## config.mk

```make
export PLATFORM = sky130hd
export DESIGN_NAME = rr_enq_arbiter
export DESIGN_NICKNAME = d
export VERILOG_FILES = /design/src/rtl/rr_enq_arbiter.sv
export SDC_FILE = /design/constraint.sdc
export NUM_CORES = 1
export LEC_CHECK = 0
export BUFFER_PORTS_ARGS = -buffer_cell sky130_fd_sc_hd__buf_2
export CORE_ASPECT_RATIO = 1.2
export CORE_UTILIZATION = 31
export DETAILED_ROUTE_END_ITERATION = 8
export PLACE_DENSITY = 0.72
export SETUP_SLACK_MARGIN = 0.1
export SKIP_LAST_GASP = 1
export SYNTH_ARGS = -nofsm -noshare
export SYNTH_HDL_FRONTEND = slang
export SYNTH_SLANG_ARGS = --single-unit
```

## constraint.sdc

```tcl
create_clock -name clk -period 1.6 [get_ports clk]
set_input_delay 0.32 -clock clk [delete_from_list [all_inputs] [get_ports clk]]
set_output_delay 0.32 -clock clk [all_outputs]
set_load 0.1 [all_outputs]
```

## src/rtl/rr_enq_arbiter.sv

```systemverilog
// -----------------------------------------------------------------------------
// rr_enq_arbiter
//
// Round-robin arbiter that shares one queue enqueue port between N decoupled
// requesters. It sits directly in front of a queue: io_out_* connect to the
// queue's io_enq_* signals. With BEATS > 1, a requester that wins keeps the
// port for BEATS transfers before arbitration resumes (burst locking).
//
// Parameters
//   N      number of requesters (>= 2)
//   W      payload width in bits
//   BEATS  transfers per grant before re-arbitration (1 = no locking)
//
// Ports
//   clk           single clock, all state updates on the rising edge
//   reset         synchronous, active-high
//   io_in_valid   [N]     per-requester valid
//   io_in_bits    [N*W]   requester i payload at [i*W +: W]
//   io_in_ready   [N]     per-requester ready (only the chosen one can be 1)
//   io_out_valid          to queue enq valid
//   io_out_bits   [W]     to queue enq bits
//   io_out_ready          from queue enq ready
//   io_chosen     [CW]    index currently presented on io_out
//   io_locked             burst lock active
// -----------------------------------------------------------------------------
module rr_enq_arbiter #(
    parameter int N     = 4,
    parameter int W     = 8,
    parameter int BEATS = 1
) (
    input  logic                 clk,
    input  logic                 reset,
    input  logic [N-1:0]         io_in_valid,
    input  logic [N*W-1:0]       io_in_bits,
    output logic [N-1:0]         io_in_ready,
    output logic                 io_out_valid,
    output logic [W-1:0]         io_out_bits,
    input  logic                 io_out_ready,
    output logic [$clog2(N)-1:0] io_chosen,
    output logic                 io_locked
);

    localparam int CW = $clog2(N);
    localparam int BW = $clog2(BEATS + 1);

    logic [CW-1:0] lastGrant_q, lastGrant_d;
    logic          locked_q,    locked_d;
    logic [CW-1:0] lockIdx_q,   lockIdx_d;
    logic [BW-1:0] beatCnt_q,   beatCnt_d;

    logic [CW-1:0] rrChoice;
    logic [CW-1:0] chosen;
    logic          fire;

    // Round-robin search. Scanning from the top down lets the lowest
    // qualifying index overwrite any higher one, so upIdx ends up as the
    // lowest valid index above lastGrant_q and anyIdx as the lowest valid
    // index overall (0 when nothing is valid).
    logic [CW-1:0] upIdx;
    logic [CW-1:0] anyIdx;
    logic          upHit;

    always_comb begin
        upIdx  = '0;
        anyIdx = '0;
        upHit  = 1'b0;
        for (int i = N - 1; i >= 0; i--) begin
            if (io_in_valid[i]) begin
                anyIdx = CW'(i);
                if (i > int'(lastGrant_q)) begin
                    upIdx = CW'(i);
                    upHit = 1'b1;
                end
            end
        end
        rrChoice = upHit ? upIdx : anyIdx;
    end

    // A held lock overrides arbitration, even when the owner has dropped
    // valid; that is what keeps other requesters out mid-burst.
    always_comb begin
        chosen = locked_q ? lockIdx_q : rrChoice;
    end

    // Output steering. chosen depends only on state and io_in_valid, so
    // io_out_ready never reaches io_out_valid, io_out_bits or io_chosen.
    always_comb begin
        io_out_valid = 1'b0;
        io_out_bits  = '0;
        io_in_ready  = '0;
        for (int i = 0; i < N; i++) begin
            if (chosen == CW'(i)) begin
                io_out_valid   = io_in_valid[i];
                io_out_bits    = io_in_bits[i*W +: W];
                io_in_ready[i] = io_out_ready;
            end
        end
    end

    assign fire      = io_out_valid & io_out_ready;
    assign io_chosen = chosen;
    assign io_locked = locked_q;

    // Next-state logic: nothing moves unless a transfer actually happens.
    // With BEATS == 1 the lock branch is compiled away and locked/beatCnt
    // stay at their reset values.
    always_comb begin
        lastGrant_d = lastGrant_q;
        locked_d    = locked_q;
        lockIdx_d   = lockIdx_q;
        beatCnt_d   = beatCnt_q;
        if (fire) begin
            lastGrant_d = chosen;
            if (BEATS > 1) begin
                if (!locked_q) begin
                    locked_d  = 1'b1;
                    lockIdx_d = chosen;
                    beatCnt_d = BW'(1);
                end else if (beatCnt_q == BW'(BEATS - 1)) begin
                    locked_d  = 1'b0;
                    beatCnt_d = '0;
                end else begin
                    beatCnt_d = beatCnt_q + BW'(1);
                end
            end
        end
    end

    // lastGrant resets to N-1 so the first search wraps to requester 0.
    always_ff @(posedge clk) begin
        if (reset) begin
            lastGrant_q <= CW'(N - 1);
            locked_q    <= 1'b0;
            lockIdx_q   <= '0;
            beatCnt_q   <= '0;
        end else begin
            lastGrant_q <= lastGrant_d;
            locked_q    <= locked_d;
            lockIdx_q   <= lockIdx_d;
            beatCnt_q   <= beatCnt_d;
        end
    end

endmodule

```

==> results of run 1 <==
-- cell usage after synthesis --
library cell and instances:
sky130_fd_sc_hd__o211ai_1 1, sky130_fd_sc_hd__nand2_2 1, sky130_fd_sc_hd__buf_6 1, sky130_fd_sc_hd__o221ai_1 1, sky130_fd_sc_hd__a211o_1 3, sky130_fd_sc_hd__o21ai_0 1, sky130_fd_sc_hd__and2b_2 1, sky130_fd_sc_hd__o22a_1 2
sky130_fd_sc_hd__a31oi_1 1, sky130_fd_sc_hd__inv_1 5, sky130_fd_sc_hd__a2bb2oi_1 2, sky130_fd_sc_hd__nand3_1 1, sky130_fd_sc_hd__a21oi_1 8, sky130_fd_sc_hd__nand2b_1 2, sky130_fd_sc_hd__nand2_1 3, sky130_fd_sc_hd__buf_4 3
sky130_fd_sc_hd__nor3_1 2, sky130_fd_sc_hd__nand2b_2 1, sky130_fd_sc_hd__o21ai_2 1, sky130_fd_sc_hd__a221o_1 1, sky130_fd_sc_hd__nor2b_4 1, sky130_fd_sc_hd__o22ai_1 2, sky130_fd_sc_hd__nor2_1 10, sky130_fd_sc_hd__buf_2 1
sky130_fd_sc_hd__o221a_2 2, sky130_fd_sc_hd__a22o_2 1, sky130_fd_sc_hd__mux2i_1 9, sky130_fd_sc_hd__dfxtp_1 2, sky130_fd_sc_hd__conb_1 1, sky130_fd_sc_hd__or2_2 5
-- cells by family after synthesis --
group	Yosys count
AO/OA/AOI/OAI	26
other	1
buffers and inverters	10
flip-flops	2
multiplexers	9
AND/OR/NAND/NOR	27
-- per-stage QoR --
stage	hold slack, ns	cell area, um2
2_1_floorplan	0.414	757
3_3_place_gp	0.503	1320
3_5_place_dp	0.500	1320
4_1_cts	0.288	1520
-- timing repair --
action | CTS
pin swaps | 3
resized for setup | 23
endpoints found under the setup margin | 16
hold buffers | 0
buffers inserted | 8
==> run summary, run 1 <==
The total number of placement rows is 16, and the detailed placement HPWL is 1.95 mm. The final weighted congestion in routability-driven placement was 0.804; the count of pins on the block boundary was 55. Port buffering added 53 buffers. Clock tree synthesis selected as its root buffer the cell sky130_fd_sc_hd__clkbuf_4.

The number of flip-flops and latches in the synthesized netlist works out to 2. The flow did not finish. The run gives 0.0757 as the proportion of synthesized chip area in sequential cells. The flow stopped in 5_1_grt. The post-synthesis compound-gate area fraction came out at 0.364.

The worst-slack endpoint at the end of global-route timing repair was io_out_bits[1]. sky130_fd_sc_hd__mux2i_1 takes more of the synthesized area than any other cell. The synthesized-area fraction occupied by xor and xnor cells was 0. The run gives 529 um2 as the combined area of all synthesized cells.

For the instance count after placement with tap cells included, the log shows 159. At the placement stage, the worst setup path has a slack of -0.490 ns. The clock passes through at most 2 buffers. The level count of the clock H-tree came out at 1. Classification of the worst endpoint: an output port. In this run, CTS created clock tree buffers numbering 3. For the number of clock sinks, the log shows 2. Dominant combinational cell family by area after synthesis: compound AO/OA/AOI/OAI gates. The average cell area after synthesis was 7.06 um2.

The top cell type's share of synthesized area came out at 0.170. The first error in the log reads "[ERROR DPL-0033] detailed placement checks failed during check placement". The initial antenna violation count is 0.

Yosys attributes the largest share of cell area to sky130_fd_sc_hd__mux2i_1, sky130_fd_sc_hd__a21oi_1, sky130_fd_sc_hd__dfxtp_1. Synthesis produced a netlist with a net count of 114. The adder-cell area share of the yosys netlist was 0; the count of synthesis-stage warnings from yosys was 0. The multiplexer share of the synthesized area works out to 0.170. The post-synthesis share of cell area spent on and, or, nand and nor gates works out to 0.274. The vertical extent of the die works out to 47.3 um. The number of distinct library cells after synthesis was 30; the gate count after technology mapping was 75.

Die extent in x: 39.7 um. For the initial core utilization, the log shows 0.326. Entering global routing, the biggest net connects 8 pins.
==> inputs of run 2 (changes only) <==
--- a/config.mk
+++ b/config.mk
@@ -6,11 +6,10 @@
 export NUM_CORES = 1
 export LEC_CHECK = 0
 export BUFFER_PORTS_ARGS = -buffer_cell sky130_fd_sc_hd__buf_2
-export CORE_ASPECT_RATIO = 1.2
-export CORE_UTILIZATION = 31
+export CORE_AREA = 2 2 63 65
 export DETAILED_ROUTE_END_ITERATION = 8
-export PLACE_DENSITY = 0.72
-export SETUP_SLACK_MARGIN = 0.1
+export DIE_AREA = 0 0 65 67
+export PLACE_DENSITY_LB_ADDON = 0.15
 export SKIP_LAST_GASP = 1
 export SYNTH_ARGS = -nofsm -noshare
 export SYNTH_HDL_FRONTEND = slang
==> constraint.sdc (replaced) <==
create_clock -name clk -period 2.1 [get_ports clk]
set_input_delay 0.42 -clock clk [delete_from_list [all_inputs] [get_ports clk]]
set_output_delay 0.42 -clock clk [all_outputs]
set_load 0.1 [all_outputs]
==> run summary, run 2 <==
In the final routed layout, each cell accounts on average for 13.3 um. For the count of final max-slew check failures, the log shows 0. The largest voltage drop on the vdd net was 0.203 mV. Static timing analysis puts the maximum clock frequency at 454 MHz. When the netlist entered floorplanning its net count stood at 114. Counting buffers and inverters, the worst setup path is 6 cells deep. The cell with the most instances after synthesis is sky130_fd_sc_hd__nor2_1. The floorplan step defined a die boundary enclosing 4360 um2. The run gives 55 as the count of pins on the block boundary. The worst setup path is launched from a register. TritonCTS built the clock tree.

The run finished, with violations left. After global routing the overflow that remains totals 0. The overall track demand over capacity in global routing was 0.123.

The largest registers in the layout are lastGrant_q x2. In this run the clock root is driven by a sky130_fd_sc_hd__clkbuf_8. The total power divided by cell area was 678 nW/um2.

The kind of critical path was register to primary output. The kind of cell with the highest combined delay along the critical path is compound AO/OA/AOI/OAI gates. Counting I/O delays and the setup requirement, the final critical path takes 2.20 ns. For the number of design rule violations left after detail routing, the log shows 0.

Counting every instance in the synthesized netlist gives 75. The clock drives 2 sinks. The tightest min-delay check is of the input port to register type. The HPWL after detailed placement is 2.02 mm.

The clock reaches the later pin of the worst-skew pair after 0.21 ns. The combined area of all synthesized cells was 529 um2. No sink is reached through more buffers than the 2 on the longest clock path.

The tools report the number of global-route vias before repair as 893. The tools report the worst path setup slack after routing as -0.100 ns. For this block, the via count after detailed routing is 855. The run gives 3610 um2 as the standard cell core area. The number of different library cells used by synthesis comes to 30. Proportion of synthesized chip area in sequential cells: 0.0757.

Final clock period utilization by the worst path: 1.05. The die is 67 um tall. The worst setup path is captured at a primary output. The level count of the clock H-tree came out at 1.

The register name with the most flops was lastGrant_q. The antenna diode instance count is 0. The CTS clock-pin slew for the worst setup and hold paths works out to 0.03 ns. The library cell used most frequently in the layout, excluding fill and tap cells, is sky130_fd_sc_hd__buf_2.

The flip-flop count of the largest register after layout was 2; the clock skew was 0.00164 ns. At the end of the flow, the number of nets in the layout was 189. The largest individual stage delay along the critical path comes from the cell sky130_fd_sc_hd__dfxtp_4. Each instance of the synthesized netlist takes up on average 7.06 um2. Synthesis inferred 2 register bits. In this run, the number of DRC markers left after iteration 0 of detailed routing was 11.

Relative to the synthesized area, the layout overhead comes to 179%. The die extent in x came out at 65 um. Number of hold-slack violations in the final timing report: 0. The count of synthesis-stage warnings from yosys is 0.

The worst register-to-register path has a depth of 6. The tools report the initial core utilization as 0.147. By area the synthesized netlist is led by sky130_fd_sc_hd__mux2i_1, sky130_fd_sc_hd__a21oi_1, sky130_fd_sc_hd__dfxtp_1. The number of stages on the worst hold path works out to 2. For this design, the CTS-stage hold fixing added 0 buffers. The biggest fanout along the worst timing path came out at 8. The final reports fail on negative setup slack. The filler cell count in the final layout is 378. In the synthesized netlist the dominant register cell turns out to be sky130_fd_sc_hd__dfxtp_1. At the end of routability-driven placement, the weighted congestion stood at 0.790. The critical path goes through nand2b_4 -> a221o_1 -> nand2_4 -> mux2i_2 -> a21oi_4 -> buf_12.

For this run, the detailed router's first-pass iteration total came to 4. Buffers inserted during clock tree synthesis total 3. At the worst endpoint, the required time is 1.68 ns. Dividing the detail-routed via count by the number of cells gives 4.36. The logs give 0.669 nW for the cell leakage power and 0 for the initial antenna violation count. Setup violations remaining at the end of the flow were counted as 8. The detail route stage leaves a number of antenna-violating nets equal to 0. In the layout the commonest cells are sky130_fd_sc_hd__buf_2, sky130_fd_sc_hd__buf_4, sky130_fd_sc_hd__buf_12, sky130_fd_sc_hd__nor2_1, sky130_fd_sc_hd__a21oi_4. Count of maximum capacitance violations: 0.

The commonest cells after synthesis are sky130_fd_sc_hd__nor2_1, sky130_fd_sc_hd__mux2i_1, sky130_fd_sc_hd__a21oi_1. The data arrival time at the worst-slack endpoint was 1.78 ns; the total chip power was 1.00 mW. The top cell type's share of synthesized area is 0.170. Entering global routing, the biggest net connects 9 pins.

The number of buffer cells added on primary ports is 53. Setup repair after global routing could not meet its margin everywhere. The first global-routing pass estimated 4.02 mm of wire.

Row generation in the floorplan step produced 22 rows. The cell type with the largest total area after synthesis was sky130_fd_sc_hd__mux2i_1. The combined buffer and inverter count along the critical path is 1, and the async set or reset register ratio after synthesis is 0.

Yosys mapped a number of flops with a built-in enable equal to 0. The ratio of cells with drive above 1 in the final layout was 0.791. Adding up every negative setup slack in the final design gives -0.690 ns. The largest single stage delay on the critical path is 0.35 ns. Summed over all layers, the routed wires come to 2.61 mm.
run 2: kinds of logic (layout without fill, tap and decap cells):
logic type      count (synthesis)  after routing  share of synthesized area
other cells                     1              1                    0.00709
buf+inv                        10             83                      0.109
flops                           2              2                     0.0757
compound gates                 26             26                      0.364
mux                             9              9                      0.170
simple gates                   27             27                      0.274
run 2: through the flow:
stage / util / cell area [um2] / instances / setup WS [ns] / hold WS [ns]
global route: 0.410 / 1480 / 196 / -0.167 / 0.410
floorplan: - / 666 / 75 / -0.437 / 0.490
finish: 0.410 / 1480 / 196 / -0.100 / 0.412
global placement: 0.357 / 1290 / 189 / -0.116 / 0.541
detailed placement: 0.357 / 1290 / 189 / -0.148 / 0.551
CTS: 0.406 / 1470 / 196 / -0.108 / 0.409
run 2: worst register-to-register path: stages (launching register included):
cell                       delay [ns]
sky130_fd_sc_hd__dfxtp_4         0.37
sky130_fd_sc_hd__nand2b_4        0.14
sky130_fd_sc_hd__o21ai_2         0.06
sky130_fd_sc_hd__a211o_4         0.39
sky130_fd_sc_hd__buf_4           0.17
sky130_fd_sc_hd__nor2b_4         0.11
sky130_fd_sc_hd__a211o_1         0.25
run 2: final timing paths:
check / start / endpoint / slack (ns)
worst min register to register: lastGrant_q[0] / lastGrant_q[0] / 0.51
worst max register to register: lastGrant_q[0] / lastGrant_q[0] / 0.49
worst min-delay path: reset / lastGrant_q[0] / 0.41
worst max-delay path: lastGrant_q[0] / io_out_bits[3] / -0.10
run 2: layout make-up:
| class | count | area [um2] | share of cell area |
|---|---|---|---|
| multi-input cells | 63 | 668 | 0.452 |
| repair buffers | 75 | 638 | 0.432 |
| well taps | 48 | 60.1 | 0.0406 |
| flip-flops and latches | 2 | 47.5 | 0.0322 |
| clock buffers | 3 | 41.3 | 0.0279 |
| inverters | 5 | 22.5 | 0.0152 |
run 2: timing repair:
item,CTS,global route
buffers inserted,4,0
resized for setup,22,2
pin swaps,5,0
endpoints found under the setup margin,10,10
run 2: report_power, final:
| group | switching [mW] | internal [mW] |
|---|---|---|
| Clock | 0.0344 | 0.122 |
| Sequential | 0.00920 | 0.0421 |
| Combinational | 0.467 | 0.328 |
| Total | 0.510 | 0.491 |
run 2: layer usage:
layer / global-route usage / share of wire / vias up
met2: 0.235 / 0.50 / 48
li1: - / - / 419
met1: 0.137 / 0.41 / 386
met3: 0.0186 / 0.084 / 2
met4: 0.0479 / 0.0058 / 0
met5: 0 / 0 / -
Power figures use the tool's default switching activity.
